`config.mk`:
```
export PLATFORM = sky130hd
export DESIGN_NAME = linear_input_loader_flat
export DESIGN_NICKNAME = d
export VERILOG_FILES = /design/src/rtl/linear_input_loader_if.sv /design/src/rtl/linear_input_loader.sv /design/src/flat_wrapper.sv
export SDC_FILE = /design/constraint.sdc
export NUM_CORES = 2
export LEC_CHECK = 0
export BUFFER_PORTS_ARGS = -buffer_cell sky130_fd_sc_hd__buf_4
export CAP_MARGIN = 15
export CELL_PAD_IN_SITES_DETAIL_PLACEMENT = 2
export CELL_PAD_IN_SITES_GLOBAL_PLACEMENT = 2
export CORE_MARGIN = 3
export CORE_UTILIZATION = 31
export CTS_CLUSTER_DIAMETER = 50
export DETAILED_ROUTE_END_ITERATION = 7
export PLACE_DENSITY = 0.76
export SYNTH_ARGS = -nofsm -noshare
export SYNTH_HDL_FRONTEND = slang
export SYNTH_SLANG_ARGS = --single-unit
```
`constraint.sdc`:
```
create_clock -name clk -period 2.7 [get_ports clk]
set_input_delay 0.81 -clock clk [delete_from_list [all_inputs] [get_ports clk]]
set_output_delay 0.81 -clock clk [all_outputs]
set_load 0.02 [all_outputs]
```
`src/rtl/linear_input_loader_if.sv`:
```
// linear_input_loader_if
//   Word stream carrying weights, bias and feature rows into the loader.
//
//   Handshake: a word transfers on a rising clock edge where s_valid && s_ready.
//   The master holds s_data/s_last stable while s_valid=1 and s_ready=0.
//   s_ready does not depend on s_valid. s_last marks the final word of a frame.
//
//   Signals:
//     s_valid  master->slave  word valid
//     s_ready  slave->master  slave can accept a word
//     s_data   master->slave  PRECISION-wide word
//     s_last   master->slave  final word of a frame
interface linear_input_loader_if #(
  parameter int PRECISION = 8
);
  logic                 s_valid;
  logic                 s_ready;
  logic [PRECISION-1:0] s_data;
  logic                 s_last;

  modport master (output s_valid, s_data, s_last, input s_ready);
  modport slave  (input s_valid, s_data, s_last, output s_ready);
endinterface

```
`src/rtl/linear_input_loader.sv`:
```
// linear_input_loader
//   Unpacks a word stream into the parallel weight vector, bias word and
//   feature matrix used by the linear-layer multiplier. A complete operand
//   set is published atomically, with a one-cycle out_valid strobe. When
//   keep_params is high at emit, the next frame carries features only, and
//   the previous weights and bias are reused.
//
//   Frame layout:
//     full frame:    N weights, BIAS_WORDS bias words (LS word first),
//                    NUM_FEATURES*N features (row-major)
//     feature-only:  NUM_FEATURES*N features
//
//   Ports:
//     clk, rst      clock; synchronous active-high reset
//     s             stream slave (s_valid/s_ready/s_data/s_last)
//     keep_params   sampled in the emit cycle only
//     weights_out   published weight vector
//     bias_out      published bias
//     features_out  published feature matrix
//     out_valid     one-cycle strobe: new operand set published
//     frame_err     one-cycle strobe: malformed frame discarded
//     state_dbg     current FSM state, for observation only
//
//   BIAS_PRECISION must be an integer multiple of PRECISION.
module linear_input_loader #(
  parameter int PRECISION      = 8,
  parameter int BIAS_PRECISION = 32,
  parameter int NUM_FEATURES   = 2,
  parameter int N              = 16
) (
  input  logic                                          clk,
  input  logic                                          rst,
  linear_input_loader_if.slave                          s,
  input  logic                                          keep_params,
  output logic [N-1:0][PRECISION-1:0]                   weights_out,
  output logic [BIAS_PRECISION-1:0]                     bias_out,
  output logic [NUM_FEATURES-1:0][N-1:0][PRECISION-1:0] features_out,
  output logic                                          out_valid,
  output logic                                          frame_err,
  output logic [2:0]                                    state_dbg
);

  localparam int BIAS_WORDS = BIAS_PRECISION / PRECISION;
  localparam int FEAT_WORDS = NUM_FEATURES * N;
  // The counter is wide enough for the longest segment.
  localparam int CW         = $clog2(N + BIAS_WORDS + FEAT_WORDS);

  typedef enum logic [2:0] {
    S_WEIGHTS = 3'd0,
    S_BIAS    = 3'd1,
    S_FEAT    = 3'd2,
    S_EMIT    = 3'd3,
    S_DRAIN   = 3'd4
  } state_t;

  state_t                                        state_q, state_d;
  logic [CW-1:0]                                 cnt_q, cnt_d;
  logic                                          err_d;
  logic                                          ready;
  logic                                          accept;
  logic                                          publish;

  // Working buffers. These fill during a frame and are copied out only at emit.
  logic [N-1:0][PRECISION-1:0]                   w_buf;
  logic [BIAS_WORDS-1:0][PRECISION-1:0]          b_buf;
  logic [NUM_FEATURES-1:0][N-1:0][PRECISION-1:0] f_buf;
  logic [NUM_FEATURES-1:0][N-1:0][PRECISION-1:0] f_merged;

  // Ready depends only on state, and is held low while in reset.
  assign ready     = !rst && (state_q != S_EMIT);
  assign s.s_ready = ready;
  assign accept    = s.s_valid && ready;
  assign out_valid = (state_q == S_EMIT);
  assign state_dbg = state_q;

  // The feature buffer, with the current word dropped into its slot. At emit,
  // this lets the final feature word reach the outputs on the same edge
  // that accepts it.
  always_comb begin
    f_merged = f_buf;
    for (int r = 0; r < NUM_FEATURES; r++) begin
      for (int c = 0; c < N; c++) begin
        if (cnt_q == CW'(r * N + c)) f_merged[r][c] = s.s_data;
      end
    end
  end

  always_comb begin
    state_d = state_q;
    cnt_d   = cnt_q;
    err_d   = 1'b0;
    publish = 1'b0;
    case (state_q)
      S_WEIGHTS: begin
        if (accept) begin
          if (s.s_last) begin
            err_d   = 1'b1;
            state_d = S_WEIGHTS;
            cnt_d   = '0;
          end else if (cnt_q == CW'(N - 1)) begin
            state_d = S_BIAS;
            cnt_d   = '0;
          end else begin
            cnt_d = cnt_q + 1'b1;
          end
        end
      end
      S_BIAS: begin
        if (accept) begin
          if (s.s_last) begin
            err_d   = 1'b1;
            state_d = S_WEIGHTS;
            cnt_d   = '0;
          end else if (cnt_q == CW'(BIAS_WORDS - 1)) begin
            state_d = S_FEAT;
            cnt_d   = '0;
          end else begin
            cnt_d = cnt_q + 1'b1;
          end
        end
      end
      S_FEAT: begin
        if (accept) begin
          if (cnt_q == CW'(FEAT_WORDS - 1)) begin
            cnt_d = '0;
            if (s.s_last) begin
              state_d = S_EMIT;
              publish = 1'b1;
            end else begin
              // The frame is overlong, so skip to its real end.
              err_d   = 1'b1;
              state_d = S_DRAIN;
            end
          end else if (s.s_last) begin
            err_d   = 1'b1;
            state_d = S_WEIGHTS;
            cnt_d   = '0;
          end else begin
            cnt_d = cnt_q + 1'b1;
          end
        end
      end
      S_EMIT: begin
        cnt_d   = '0;
        state_d = keep_params ? S_FEAT : S_WEIGHTS;
      end
      S_DRAIN: begin
        if (accept && s.s_last) begin
          state_d = S_WEIGHTS;
          cnt_d   = '0;
        end
      end
      default: begin
        state_d = S_WEIGHTS;
        cnt_d   = '0;
      end
    endcase
  end

  always_ff @(posedge clk) begin
    if (rst) begin
      state_q      <= S_WEIGHTS;
      cnt_q        <= '0;
      frame_err    <= 1'b0;
      w_buf        <= '0;
      b_buf        <= '0;
      f_buf        <= '0;
      weights_out  <= '0;
      bias_out     <= '0;
      features_out <= '0;
    end else begin
      state_q   <= state_d;
      cnt_q     <= cnt_d;
      frame_err <= err_d;
      // A discarded frame leaves partial data in the buffers. The next
      // frame after any error is a full frame, which rewrites every slot
      // before the next publish.
      if (accept) begin
        case (state_q)
          S_WEIGHTS: begin
            for (int i = 0; i < N; i++) begin
              if (cnt_q == CW'(i)) w_buf[i] <= s.s_data;
            end
          end
          S_BIAS: begin
            for (int k = 0; k < BIAS_WORDS; k++) begin
              if (cnt_q == CW'(k)) b_buf[k] <= s.s_data;
            end
          end
          S_FEAT:  f_buf <= f_merged;
          default: ;
        endcase
      end
      if (publish) begin
        weights_out  <= w_buf;
        bias_out     <= b_buf;
        features_out <= f_merged;
      end
    end
  end

endmodule

```
`src/flat_wrapper.sv`:
```
// flat-port wrapper written by rule: the top's interface ports become plain ports
module linear_input_loader_flat 
#(
  parameter int PRECISION      = 8,
  parameter int BIAS_PRECISION = 32,
  parameter int NUM_FEATURES   = 2,
  parameter int N              = 16
)
  (clk, rst, keep_params, weights_out, bias_out, features_out, out_valid, frame_err, state_dbg, s_s_valid, s_s_data, s_s_last, s_s_ready);
  linear_input_loader_if #(.PRECISION(PRECISION)) s_i ();
  input  logic clk;
  input  logic rst;
  input  logic keep_params;
  output logic [N-1:0][PRECISION-1:0] weights_out;
  output logic [BIAS_PRECISION-1:0] bias_out;
  output logic [NUM_FEATURES-1:0][N-1:0][PRECISION-1:0] features_out;
  output logic out_valid;
  output logic frame_err;
  output logic [2:0] state_dbg;
  input wire logic [$bits(s_i.s_valid)-1:0] s_s_valid;
  input wire logic [$bits(s_i.s_data)-1:0] s_s_data;
  input wire logic [$bits(s_i.s_last)-1:0] s_s_last;
  output wire logic [$bits(s_i.s_ready)-1:0] s_s_ready;
  assign s_i.s_valid = s_s_valid;
  assign s_i.s_data = s_s_data;
  assign s_i.s_last = s_s_last;
  assign s_s_ready = s_i.s_ready;
  linear_input_loader #(.PRECISION(PRECISION), .BIAS_PRECISION(BIAS_PRECISION), .NUM_FEATURES(NUM_FEATURES), .N(N)) u_core (.clk(clk), .rst(rst), .s(s_i), .keep_params(keep_params), .weights_out(weights_out), .bias_out(bias_out), .features_out(features_out), .out_valid(out_valid), .frame_err(frame_err), .state_dbg(state_dbg));
endmodule
```
==> impl_metrics.env <==
export IMPL_status="finished clean"
export IMPL_min_path_type="flop to flop"
export IMPL_min_from="u_core.w_buf[112]$_SDFFE_PP0P_"
export IMPL_h_tree_depth=3
export IMPL_cts_sinks=842
export IMPL_synth_ff_type="dfxtp_1"
export IMPL_numCtsBuffers=115
export IMPL_syn_inst=4015
export IMPL_core_area_mm2=0.104
export IMPL_io_buffers=434
export IMPL_cp_max_fo=7
export IMPL_drtIter0Drc=1603
export IMPL_cp_arrival_ns=1.75
export IMPL_fmax_mhz=390
export IMPL_antenna_left=0
export IMPL_start_util_pct=31.3
export IMPL_antenna_found_initial=1
export IMPL_io_pin_count=435
export IMPL_worstReg2RegStart="u_core.cnt_q[1]$_SDFFE_PP0P_"
export IMPL_clockRootBuffer="clkbuf_16"
export IMPL_max_slew_margin_pct=25.9
export IMPL_rows=118
export IMPL_cp_required_ns=1.89
export IMPL_overflow=0
export IMPL_clk_pin_slew_ns=0.06
export IMPL_synth_compound_area_share_pct=15.2
export IMPL_drive_above_1_share_pct=18.9
export IMPL_synth_seq_area_share_pct=51.7
export IMPL_ys_async_sr_fraction_pct=0
export IMPL_ff_latch_area_mm2=0.0169
export IMPL_irDropWorstVdd_mv=0.456
export IMPL_fin_crit_sh_pct=95.0
export IMPL_tightestPinTransition_ns=1.11
export IMPL_via_count=30400
export IMPL_syn_area_mm2=0.0326
export IMPL_drc=0
export IMPL_n_fill_cell=11600
export IMPL_cap_violations=0
export IMPL_layout_min_cycle_time_ns=2.56
export IMPL_critPathKind="flop to output port"
export IMPL_synthMuxAreaShare_pct=4.70
export IMPL_ys_types=50
export IMPL_busiest_layer="met2"
export IMPL_met2_usage_pct=40.0
export IMPL_gp_congestion=0.763
export IMPL_slew_violations=0
export IMPL_synthSimpleGateAreaFrac_pct=23.4
export IMPL_die_w_um=330
export IMPL_multi_input_area_mm2=0.0143
export IMPL_cts_buffer_depth=3
export IMPL_worstSkewPairLatency_ns=0.70
export IMPL_via_per_inst=5.18
export IMPL_nNetsFinal=4402
export IMPL_synth_seq_cells=842
export IMPL_grt_max_degree=174
export IMPL_synth_fa_ha_area_share_pct=0.300
export IMPL_synth_edff_count=0
export IMPL_yosys_warnings=0
export IMPL_grt_pass1_wl_um=197000
export IMPL_fin_area_mm2=0.0419
export IMPL_leakage_nw=14.4
export IMPL_use_met1_pct=29.0
export IMPL_die_area_mm2=0.109
export IMPL_end_kind="output port"
export IMPL_die_h_um=330
export IMPL_track_usage_pct=23.1
export IMPL_synth_avg_cell_area_um2=8.12
export IMPL_final_common_cell="nand2_1"
export IMPL_yosys_area_share_xor_xnor_pct=0.0269
export IMPL_grt_pass1_vias=32500
export IMPL_finish_utilization_pct=40.3
export IMPL_wl_um=130000
export IMPL_crit_path_start_kind="flop"
export IMPL_synthToLayoutAreaGrowth_pct=28.7
export IMPL_rsz0062_at_grt="yes"
export IMPL_wl_per_cell_um=22.1
export IMPL_power_density_mw_per_mm2=688
export IMPL_synth_nets=4035
export IMPL_hold_buffers=0
export IMPL_place_area_mm2=0.0379
export IMPL_cts_tree="yes"
export IMPL_met3_usage_pct=4.23
export IMPL_drtPass1Iterations=7
export IMPL_layout_cells_most_common_list="1277 x nand2_1, 841 x dfxtp_1, 551 x a21oi_1"
export IMPL_synth_top_family_by_area="simple AND/OR/NAND/NOR gates"
export IMPL_skew_ns=0.0193
export IMPL_rr_worst_depth=10
export IMPL_holdPathStages=2
export IMPL_dp_hpwl_um=84900
export IMPL_critPathLaunch="u_core.state_dbg[0]$_SDFFE_PP0P_"
export IMPL_setup_violations=0
export IMPL_hold_viol_final=0
sequential cells by signal, indices dropped and copies added (netlist names):
name,flops
u_core.cnt_q,6
u_core.bias_out,32
u_core.frame_err,1
u_core.f_buf,256
u_core.weights_out,128
u_core.features_out,256
u_core.b_buf,32
u_core.w_buf,128
u_core.state_dbg,3
worst max-delay path, cell delays in order, from the launching register on:
cell     delay, ns
dfxtp_1       0.44
nand2_1       0.16
nor2_4        0.20
nor2_1        0.07
buf_4         0.17
Yosys cell counts, drive strengths merged, types with 2 or more instances:
| cell type | number | area share (%) |
|---|---|---|
| nand2b | 2 | 0.038 |
| nand3b | 4 | 0.092 |
| nor3 | 23 | 0.76 |
| nor2 | 336 | 4.2 |
| and3b | 2 | 0.054 |
| dfxtp | 842 | 52 |
| and3 | 2 | 0.038 |
| a221oi | 2 | 0.054 |
| nor3b | 7 | 0.22 |
| a311oi | 136 | 3.7 |
| nand2 | 1279 | 15 |
| clkbuf | 213 | 2.5 |
| buf | 116 | 2.1 |
| a21oi | 551 | 8.5 |
| nor2b | 6 | 0.12 |
| a211oi | 121 | 2.8 |
| or3b | 3 | 0.088 |
| ha | 7 | 0.27 |
| and2 | 6 | 0.12 |
| o21ai | 7 | 0.11 |
| a31oi | 2 | 0.038 |
| inv | 8 | 0.092 |
| mux2i | 153 | 4.7 |
| nand3 | 174 | 2.7 |
stage by stage:
| step | instances | TNS, ns | power [mW] | worst slack [ns] | hold slack (ns) |
|---|---|---|---|---|---|
| final | 5861 | 0 | 28.9 | 0.136 | 0.453 |
| after CTS | 5860 | 0 | 29.2 | 0.0180 | 0.437 |
| after global routing | 5860 | -0.167 | 29.8 | -0.0351 | 0.462 |
| after detailed placement | 5645 | -0.0281 | 13.5 | -0.0281 | 0.449 |
| after floorplan | 4015 | 0 | 13.1 | 0.0420 | 0.432 |
| after global placement | 5645 | 0 | 13.5 | 0.0392 | 0.440 |
per-layer routing:
metal	part of all wire, %	vias up	routed length [µm]
met3	4.7	192	6040
li1	-	14300	-
met5	0	-	0
met1	43	15300	56300
met4	2.7	0	3490
met2	49	580	63800
layout make-up:
class                           instances  share of cell area, %
Inverter                                8                 0.0716
Sequential cell                       842                   40.2
Clock inverter                         67                   1.77
Multi-Input combinational cell       2836                   34.1
Tap cell                             1380                   4.12
Antenna cell                            1                0.00597
Timing Repair Buffer                  579                   12.1
Clock buffer                          148                   7.69
where the power goes:
group	total [mW]	internal, mW	switching, mW	leakage, nW
combinational	0.756	0.155	0.601	5.67
clock	15.7	9.39	6.27	1.96
sequential	12.4	12.4	0.00896	6.78
total	28.9	22.0	6.88	14.4
path summary, 6_finish.rpt:
path / end / slack [ns]
max: s_s_ready / 0.14
max reg2reg: u_core.features_out[196]$_SDFFE_PP0P_ / 0.16
min: u_core.weights_out[112]$_SDFFE_PP0P_ / 0.45
min reg2reg: u_core.weights_out[112]$_SDFFE_PP0P_ / 0.45
kinds of logic after synthesis:
family                     after synthesis
AOI/OAI and AO/OA                      824
and+or+nand+nor                       1850
adders and majority gates                8
DFF                                    842
buffers and inverters                  337
muxes                                  153
xor gates and xnor gates                 1
what timing repair did:
item                                    in CTS  in global routing
endpoints found under the setup margin       2                171
gates cloned                                 0                  0
resized for setup                            2                  5
setup buffers                                0                  0
Note: power is estimated with default switching activity, not from simulation.
